**config.mk**
```make
export PLATFORM = sky130hd
export DESIGN_NAME = fetch_stage
export DESIGN_NICKNAME = d
export VERILOG_FILES = /design/src/rtl/fetch_stage.sv
export SDC_FILE = /design/constraint.sdc
export NUM_CORES = 1
export LEC_CHECK = 0
export BUFFER_PORTS_ARGS = -buffer_cell sky130_fd_sc_hd__clkbuf_2
export CAP_MARGIN = 25
export CORE_AREA = 8 8 168 170
export DETAILED_ROUTE_END_ITERATION = 10
export DIE_AREA = 0 0 176 178
export GPL_TIMING_DRIVEN = 0
export PLACE_DENSITY = 0.7
export SLEW_MARGIN = 40
export SYNTH_ARGS = -nofsm -noshare
export SYNTH_HDL_FRONTEND = slang
export SYNTH_SLANG_ARGS = --single-unit
```
**constraint.sdc**
```tcl
create_clock -name clk -period 3.2 [get_ports clk]
set_input_delay 0.64 -clock clk [delete_from_list [all_inputs] [get_ports clk]]
set_output_delay 0.64 -clock clk [all_outputs]
set_load 0.02 [all_outputs]
```
**src/rtl/fetch_stage.sv**
```systemverilog
// Instruction fetch stage: drives a request/data_ok instruction memory port,
// tracks the next fetch PC, absorbs one returned instruction in a skid buffer
// while decode is stalled or flushed, and discards in-flight fetches made
// stale by a branch/jump resolved in decode. Feeds the IF/ID pipeline register.
module fetch_stage #(
   parameter logic [31:0] RESET_PC = 32'hBFC00000
) (
   input  logic        clk,
   input  logic        resetn,
   input  logic        stallD,
   input  logic        flushD,
   input  logic        pcSrcD,
   input  logic [31:0] pcBranchD,
   input  logic        jumpD,
   input  logic [31:0] pcJumpD,
   output logic        inst_req,
   output logic [31:0] inst_addr,
   input  logic [31:0] inst_rdata,
   input  logic        inst_data_ok,
   output logic [31:0] instrD,
   output logic [31:0] pcD,
   output logic [31:0] pcPlus4D,
   output logic        validD,
   output logic [5:0]  opD,
   output logic [5:0]  functD
);

   typedef enum logic [1:0] {
      S_IDLE    = 2'd0,
      S_WAIT    = 2'd1,
      S_DISCARD = 2'd2,
      S_HOLD    = 2'd3
   } state_t;

   state_t      r_state;
   state_t      w_state_nxt;

   // Fetch bookkeeping
   logic [31:0] r_pcF;
   logic [31:0] w_pcF_nxt;
   logic [31:0] r_reqAddr;
   logic [31:0] w_reqAddr_nxt;

   // Skid buffer: one returned instruction parked while decode cannot accept it
   logic [31:0] r_skidInstr;
   logic [31:0] w_skidInstr_nxt;
   logic [31:0] r_skidPc;
   logic [31:0] w_skidPc_nxt;
   logic        r_skidValid;
   logic        w_skidValid_nxt;

   // IF/ID pipeline register
   logic [31:0] r_instrD;
   logic [31:0] r_pcD;
   logic [31:0] r_pcPlus4D;
   logic        r_validD;
   logic [31:0] w_instrD_nxt;
   logic [31:0] w_pcD_nxt;
   logic [31:0] w_pcPlus4D_nxt;
   logic        w_validD_nxt;

   // Instruction offered to IF/ID this cycle (from memory or skid buffer)
   logic        w_haveInstr;
   logic [31:0] w_newInstr;
   logic [31:0] w_newPc;

   logic        w_redirect;
   logic [31:0] w_target;
   logic [31:0] w_pcPlus4;
   logic        w_accept;

   // A redirect only counts when the branch/jump in decode is real and moving on
   assign w_redirect = (jumpD | pcSrcD) & r_validD & ~stallD & ~flushD;
   assign w_target   = (jumpD ? pcJumpD : pcBranchD) & ~32'd3;
   assign w_pcPlus4  = r_pcF + 32'd4;
   assign w_accept   = ~stallD & ~flushD;

   // Memory-side outputs depend only on registered state
   assign inst_req  = (r_state == S_WAIT) || (r_state == S_DISCARD);
   assign inst_addr = r_reqAddr;

   assign instrD   = r_instrD;
   assign pcD      = r_pcD;
   assign pcPlus4D = r_pcPlus4D;
   assign validD   = r_validD;
   assign opD      = r_instrD[31:26];
   assign functD   = r_instrD[5:0];

   // FSM state register
   always_ff @(posedge clk) begin
      if (!resetn) begin
         r_state <= S_IDLE;
      end else begin
         r_state <= w_state_nxt;
      end
   end

   // Next-state, fetch address and skid buffer decisions
   always_comb begin
      w_state_nxt     = r_state;
      w_pcF_nxt       = r_pcF;
      w_reqAddr_nxt   = r_reqAddr;
      w_skidInstr_nxt = r_skidInstr;
      w_skidPc_nxt    = r_skidPc;
      w_skidValid_nxt = r_skidValid;
      w_haveInstr     = 1'b0;
      w_newInstr      = '0;
      w_newPc         = '0;

      case (r_state)
         S_IDLE: begin
            // Any data_ok seen here belongs to a request abandoned by reset
            w_reqAddr_nxt = r_pcF;
            w_state_nxt   = S_WAIT;
         end

         S_WAIT: begin
            if (w_redirect) begin
               w_pcF_nxt = w_target;
               if (inst_data_ok) begin
                  // Returned instruction is on the wrong path: drop it
                  w_reqAddr_nxt = w_target;
               end else begin
                  // Request must stay stable until it completes; its data is stale
                  w_state_nxt = S_DISCARD;
               end
            end else if (inst_data_ok) begin
               w_pcF_nxt     = w_pcPlus4;
               w_reqAddr_nxt = w_pcPlus4;
               if (w_accept) begin
                  w_haveInstr = 1'b1;
                  w_newInstr  = inst_rdata;
                  w_newPc     = r_reqAddr;
               end else begin
                  w_skidInstr_nxt = inst_rdata;
                  w_skidPc_nxt    = r_reqAddr;
                  w_skidValid_nxt = 1'b1;
                  w_state_nxt     = S_HOLD;
               end
            end
         end

         S_DISCARD: begin
            if (w_redirect) begin
               w_pcF_nxt = w_target;
            end
            if (inst_data_ok) begin
               w_reqAddr_nxt = w_redirect ? w_target : r_pcF;
               w_state_nxt   = S_WAIT;
            end
         end

         S_HOLD: begin
            if (w_redirect) begin
               // Parked instruction follows the branch: no delay slot, drop it
               w_pcF_nxt       = w_target;
               w_reqAddr_nxt   = w_target;
               w_skidValid_nxt = 1'b0;
               w_state_nxt     = S_WAIT;
            end else if (w_accept) begin
               w_haveInstr     = r_skidValid;
               w_newInstr      = r_skidInstr;
               w_newPc         = r_skidPc;
               w_skidValid_nxt = 1'b0;
               w_reqAddr_nxt   = r_pcF;
               w_state_nxt     = S_WAIT;
            end
         end

         default: begin
            w_state_nxt = S_IDLE;
         end
      endcase
   end

   // IF/ID next value: flush beats stall; redirect or no instruction gives a bubble
   always_comb begin
      w_instrD_nxt   = r_instrD;
      w_pcD_nxt      = r_pcD;
      w_pcPlus4D_nxt = r_pcPlus4D;
      w_validD_nxt   = r_validD;
      if (flushD || (!stallD && (w_redirect || !w_haveInstr))) begin
         w_instrD_nxt   = '0;
         w_pcD_nxt      = '0;
         w_pcPlus4D_nxt = '0;
         w_validD_nxt   = 1'b0;
      end else if (!stallD) begin
         w_instrD_nxt   = w_newInstr;
         w_pcD_nxt      = w_newPc;
         w_pcPlus4D_nxt = w_newPc + 32'd4;
         w_validD_nxt   = 1'b1;
      end
   end

   // Fetch PC, request address and skid buffer registers
   always_ff @(posedge clk) begin
      if (!resetn) begin
         r_pcF       <= RESET_PC;
         r_reqAddr   <= RESET_PC;
         r_skidInstr <= '0;
         r_skidPc    <= '0;
         r_skidValid <= 1'b0;
      end else begin
         r_pcF       <= w_pcF_nxt;
         r_reqAddr   <= w_reqAddr_nxt;
         r_skidInstr <= w_skidInstr_nxt;
         r_skidPc    <= w_skidPc_nxt;
         r_skidValid <= w_skidValid_nxt;
      end
   end

   // IF/ID pipeline register
   always_ff @(posedge clk) begin
      if (!resetn) begin
         r_instrD   <= '0;
         r_pcD      <= '0;
         r_pcPlus4D <= '0;
         r_validD   <= 1'b0;
      end else begin
         r_instrD   <= w_instrD_nxt;
         r_pcD      <= w_pcD_nxt;
         r_pcPlus4D <= w_pcPlus4D_nxt;
         r_validD   <= w_validD_nxt;
      end
   end

endmodule
```
==> results of run 1 <==
-- metal layers --
metal | share of wire (%) | global-route usage [%] | wire, um
met4 | 5.1 | 15.1 | 2500
met3 | 9.5 | 6.54 | 4710
met5 | 0.026 | 0 | 13
met2 | 46 | 50.3 | 22900
met1 | 39 | 36.1 | 19300
-- cells in the mapped netlist (5+ instances only) --
| master | number | area, um^2 |
|---|---|---|
| a2111oi_0 | 9 | 78.8 |
| a211o_1 | 5 | 43.8 |
| a211oi_1 | 28 | 210 |
| a21oi_1 | 179 | 896 |
| a221oi_1 | 12 | 105 |
| a222oi_1 | 34 | 340 |
| a22o_1 | 5 | 43.8 |
| a22oi_1 | 12 | 90.1 |
| a31oi_1 | 19 | 119 |
| a32o_1 | 7 | 70.1 |
| a32oi_1 | 16 | 140 |
| and2_1 | 7 | 43.8 |
| and3_1 | 16 | 100 |
| buf_1 | 14 | 52.6 |
| buf_2 | 11 | 55.1 |
| buf_4 | 19 | 143 |
| clkbuf_1 | 98 | 368 |
| dfxtp_1 | 226 | 4520 |
| ha_1 | 6 | 75.1 |
| inv_1 | 9 | 33.8 |
| mux2_2 | 7 | 78.8 |
| mux2i_1 | 24 | 240 |
| nand2_1 | 227 | 852 |
| nand3_1 | 34 | 170 |
| nand4_1 | 19 | 119 |
| nor2_1 | 133 | 499 |
| nor2b_1 | 12 | 75.1 |
| nor3_1 | 27 | 135 |
| nor4_1 | 10 | 62.6 |
| o211ai_1 | 9 | 67.6 |
| o21ai_0 | 70 | 350 |
| o22ai_1 | 9 | 56.3 |
| o31ai_1 | 7 | 52.6 |
| or3_1 | 13 | 81.3 |
| xnor2_1 | 9 | 78.8 |
| xor2_1 | 13 | 114 |
-- flip-flops by register name (all words and copies together) (netlist names) --
signal and cells:
r_skidPc 32, inst_addr 32, r_pcF 32, pcPlus4D 30, r_state 2, instrD 32, pcD 32, r_skidInstr 32
validD 1, r_skidValid 1
-- cells in the final DEF (no fill, tap or decap), types with 10 or more instances in the layout --
master	instances
dfxtp_1	226
nand2_1	226
nor3_1	26
nor2_1	129
clkbuf_1	90
o21ai_0	70
a221oi_1	12
nor2b_1	12
a21oi_1	179
clkbuf_16	25
a31oi_1	19
nand4_1	19
mux2i_1	24
buf_2	13
buf_4	21
buf_1	10
and3_1	16
a222oi_1	34
a32oi_1	16
xor2_1	13
clkbuf_2	254
nand3_1	32
a22oi_1	12
or3_1	13
a211oi_1	28
-- worst max-delay path by stage --
stage / slack (ns) / cells past startpoint / startpoint / endpoint
finish: -0.002 / 9 / r_state[0] / inst_addr[11]
global route: -0.03 / 11 / jumpD / pcPlus4D[20]
CTS: 0.0002 / 11 / jumpD / pcPlus4D[14]
detailed placement: -1.20 / 11 / jumpD / pcPlus4D[14]
global placement: -1.23 / 11 / jumpD / pcPlus4D[14]
floorplan: 0.05 / 9 / pcSrcD / pcPlus4D[16]
-- critical path: cells and delay by family, from the launching register on --
family / cells / cell delay, ns
AOI/OAI and AO/OA: 3 / 1.22
and+or+nand+nor: 3 / 0.73
buffers and inverters: 2 / 0.42
DFF: 1 / 0.36
adders and majority gates: 1 / 0.30
-- logic make-up (layout without fill, tap and decap cells) --
logic type                 Yosys count  in the layout  synth area share [%]
and+or+nand+nor                    532            532                  21.8
AOI/OAI and AO/OA                  467            467                  27.0
DFF                                226            226                  39.8
buffers and inverters              159            440                  6.29
muxes                               31             31                  2.81
xor gates and xnor gates            22             22                  1.70
adders and majority gates            6              6                 0.661
-- cell type report --
type	count	area share (%)
Inverter	11	0.296
Clock inverter	9	1.05
Buffer	148	4.97
Tap cell	335	3.00
Sequential cell	226	32.4
Timing Repair Buffer	240	8.65
Multi-Input combinational cell	1058	44.7
Clock buffer	32	4.89
-- where the power goes --
part	total [uW]	switching (uW)	internal, uW	leakage [uW]
Sequential	3080	158	2920	0.00183
Clock	2970	1220	1750	0.000407
Combinational	1360	972	384	0.00296
Total	7410	2350	5060	0.00519
-- timing repair --
item                                    4_1_cts  5_1_grt
endpoints found under the setup margin      108       85
resized for setup                            13       26
setup buffers                                 0        2
pin swaps                                     0        1
-- through the flow --
stage / power, uW / instance area, um^2 / hold slack, ns / setup slack [ns]
floorplan: 3830 / 11400 / 0.436 / 0.0464
global placement: 4420 / 13000 / 0.441 / -1.23
detailed placement: 4430 / 13000 / 0.446 / -1.20
CTS: 7360 / 13800 / 0.316 / 0.000218
global route: 7600 / 14000 / 0.341 / -0.0274
finish: 7410 / 14000 / 0.329 / -0.00244
==> flow_metrics.tcl, run 1 <==
set metrics [dict create \
    placedCellCount 2016 \
    fin_crit_ns 3.20 \
    cts_buffer_depth 3 \
    ys_types 75 \
    groute.usage.overall_pct 30.1 \
    nNetsFinal 1819 \
    cp-start-kind "flop" \
    drc 0 \
    hp-start "inst_rdata[17]" \
    fillers 2429 \
    synth_nets 1552 \
    crit_chain "inv_1, ha_1, or2_2, clkbuf_1, a21oi_1, nand3_1, and3_1, o221ai_1, a21oi_1" \
    drt_wl_total_um 49500 \
    numClockSinks 226 \
    start_util_pct 44.4 \
    routed_via_density 6.24 \
    hold_depth 3 \
    ff_latch_area_um2 4520 \
    route.detailed.wl_per_inst_um 24.0 \
    r2r-start "r_state[0]" \
    p_per_area_nw_per_um2 531 \
    syn2layout_area_growth_pct 22.8 \
    hold_viol_final 0 \
    timing.fmax_mhz 312 \
    instances_no_fill 2059 \
    die_h_um 178 \
    setup_slack_ns -0.00244 \
    finish.utilization_pct 54.5 \
    grt_antenna_before_repair 1 \
    cts_buffers 25 \
    status "finished, violations left" \
    ys.flop_type "dfxtp_1" \
    crit_path_frequent_cell "a21oi_1" \
    port_buffers 238 \
    critPathMaxStageDelay_ns 0.84 \
    first_pass_iters 6 \
    r2r-end "inst_addr[11]" \
    postCtsHoldBufs 0 \
    design.portCount 245 \
    hpwl_um 36900 \
    cts_tree "done" \
    critPathSlowestCell "a21oi_1" \
    diodes 0 \
    synth_seq_cells 226 \
    path_clk_slew_ns 0.06 \
    grt_max_degree 14 \
    synthArstFlopShare_pct 0 \
    finClkSkew_ns 0.0123 \
    hold_class "input pin to flop" \
    yosys_warnings 0 \
    rsz0062_at_grt "yes" \
    critPathCaptureType "flop" \
    htreeDepth 1 \
    cp.required_ns 3.60 \
    setup_tns_ns -0.00244 \
    grt_overflow 0 \
    hold_path_end "r_skidInstr[17]" \
    grt_pass1_vias 12300 \
    num_vias 12800 \
    setup_viol 1 \
    leakagePower_uw 0.00519 \
    ant_nets 0 \
    worst_pin_slew_ns 0.948 \
    multi_input_area_um2 6240 \
    violations "setup timing" \
    layout-drive-gt1-share_pct 21.7 \
    r2r_cells 9 \
    path_max_fanout 8 \
    relSlewSlack_pct 36.8 \
    max_cap_viol_count 0 \
    syn-cell-area_um2 11400 \
    yosysSeqAreaShare_pct 39.8 \
    core.rowCount 59 \
    drtIter0Drc 1656 \
    synth_cells 1443 \
    die_w_um 176 \
    grt_pass1_wl_um 74200 \
    die_area_um2 31300 \
    post-route-period-util_pct 100 \
    vdd_ir_drop_max_uv 384 \
    core_area_um2 25600 \
    place.gp.congestion 0.981 \
    synth.avg_cell_area_um2 7.88 \
    ff2ff_setup_slack_ns -0.002 \
    clk_latency_ns 0.55 \
    critical_path_class "flop to flop" \
    arrival_ns 3.60 \
    synth_enable_flop_cells 0 \
    maxSlewViolCount 0 \
    cts-root-buf "clkbuf_16" \
]
No activity file was read; power rests on OpenSTA's default activity.
==> run 2, diff against run 1 <==
--- a/config.mk
+++ b/config.mk
@@ -6,12 +6,13 @@
 export NUM_CORES = 1
 export LEC_CHECK = 0
 export BUFFER_PORTS_ARGS = -buffer_cell sky130_fd_sc_hd__clkbuf_2
-export CAP_MARGIN = 25
+export CAP_MARGIN = 0
 export CORE_AREA = 8 8 168 170
 export DETAILED_ROUTE_END_ITERATION = 10
 export DIE_AREA = 0 0 176 178
 export GPL_TIMING_DRIVEN = 0
 export PLACE_DENSITY = 0.7
+export SKIP_LAST_GASP = 1
 export SLEW_MARGIN = 40
 export SYNTH_ARGS = -nofsm -noshare
 export SYNTH_HDL_FRONTEND = slang
==> flow_metrics.tcl, run 2 (synthesis results as in run 1) <==
set metrics [dict create \
    status "finished, violations left" \
    violations "DRC" \
    first_pass_iters 11 \
    maxSlewViolCount 0 \
    grt_antenna_before_repair 1 \
    die_w_um 176 \
    die_area_um2 31300 \
    fin_crit_ns 3.16 \
    htreeDepth 1 \
    setup_slack_ns 0.0383 \
    place_ws_ns -1.20 \
    cts-root-buf "clkbuf_16" \
    cts_buffers 25 \
    vdd_ir_drop_max_uv 386 \
    grt_max_degree 14 \
    drtIter0Drc 1574 \
    core.rowCount 59 \
    design.portCount 245 \
    start_util_pct 44.4 \
    ant_nets 0 \
    postCtsHoldBufs 0 \
    cts_buffer_depth 3 \
    cp-start-kind "flop" \
    critPathCaptureType "flop" \
    hpwl_um 36900 \
    timing.fmax_mhz 316 \
    core_area_um2 25600 \
    instances_no_fill 2059 \
    worst_pin_slew_ns 0.941 \
    final_common_cell "clkbuf_2" \
    numClockSinks 226 \
    drt_wl_total_um 49700 \
    hold_class "input pin to flop" \
    cp-startpoint "r_state[1]" \
    arrival_ns 3.57 \
    cp.required_ns 3.60 \
    grt_pass1_vias 12300 \
    rsz0062_at_grt "yes" \
    path_max_fanout 10 \
    r2r-start "r_state[1]" \
    clk_latency_ns 0.55 \
    route.detailed.wl_per_inst_um 24.1 \
    diodes 0 \
    groute.usage.overall_pct 30.1 \
    num_vias 12900 \
    die_h_um 178 \
    drc 7 \
    layout-drive-gt1-share_pct 21.7 \
    place.gp.congestion 0.981 \
    leakagePower_uw 0.00518 \
    max_cap_viol_count 0 \
    post-route-period-util_pct 98.8 \
    setup_viol 0 \
    grt_overflow 0 \
    routed_via_density 6.29 \
    cts_tree "done" \
    placedCellCount 2016 \
    port_buffers 238 \
    hold_viol_final 0 \
    nNetsFinal 1819 \
    hp-start "inst_rdata[17]" \
    p_per_area_nw_per_um2 532 \
    fillers 2431 \
    critical_path_class "flop to flop" \
    finClkSkew_ns 0.0117 \
    syn2layout_area_growth_pct 22.7 \
    grt_pass1_wl_um 74200 \
    path_clk_slew_ns 0.06 \
    relSlewSlack_pct 37.3 \
    final_cell_mix "254 x clkbuf_2, 226 x nand2_1, 226 x dfxtp_1" \
]
[run 2: cell counts in the layout (fill, tap and decap cells not counted)]
Identical to the previous run, type by type.
[run 2: critical path, cell delays in order (launching register included)]
cell and delay (ns):
dfxtp_1 0.35, ha_1 0.24, buf_4 0.19, or2_2 0.29
clkbuf_1 0.32, a21oi_1 0.84, nand3_1 0.19, and3_1 0.24
o221ai_1 0.26, a21oi_1 0.10
[run 2: layer usage]
layer / global-route usage [%] / wire [um] / part of all wire (%) / vias to the layer above
met3: 6.69 / 4740 / 9.6 / 186
met2: 50.3 / 22900 / 46 / 762
li1: - / - / - / 5837
met4: 15.3 / 2650 / 5.3 / 2
met5: 0 / 13 / 0.026 / -
met1: 35.9 / 19300 / 39 / 6157
[run 2: path summary, 6_finish.rpt]
check	end	slack, ns	cells after the start
worst max-delay path	inst_addr[11]	0.04	9
worst min-delay path	r_skidInstr[17]	0.33	3
worst max register to register	inst_addr[11]	0.04	9
worst min register to register	r_skidPc[10]	0.46	2
[run 2: metrics by stage]
stage	utilization, %	power [uW]	setup TNS (ns)	hold slack [ns]	area [um^2]
after floorplan	-	3830	0	0.436	11400
after global placement	50.7	4420	-32.75	0.441	13000
after detailed placement	50.7	4430	-28.26	0.446	13000
after CTS	54.1	7360	-0.184	0.316	13800
after global routing	54.4	7600	-0.108	0.341	13900
final	54.4	7420	0	0.327	13900
[run 2: layout make-up]
cell class	instances	area (um^2)	share of cell area, %
multi-input combinational	1058	6230	44.7
clock inverter	9	146	1.05
clock buffer	32	682	4.89
buffer	148	693	4.97
sequential	226	4520	32.5
inverter	11	41.3	0.296
tap	335	419	3.01
timing repair buffer	240	1210	8.65
[run 2: what timing repair did]
| action | CTS | global route |
|---|---|---|
| cloned | 0 | 0 |
| gates resized for setup | 11 | 29 |
| setup buffers | 0 | 2 |
| pin swaps | 0 | 1 |
| setup endpoints to repair | 108 | 103 |
[run 2: report_power, final]
| group | switching (uW) | total [uW] | internal [uW] |
|---|---|---|---|
| Clock | 1230 | 2980 | 1750 |
| Sequential | 158 | 3080 | 2920 |
| Combinational | 977 | 1360 | 384 |
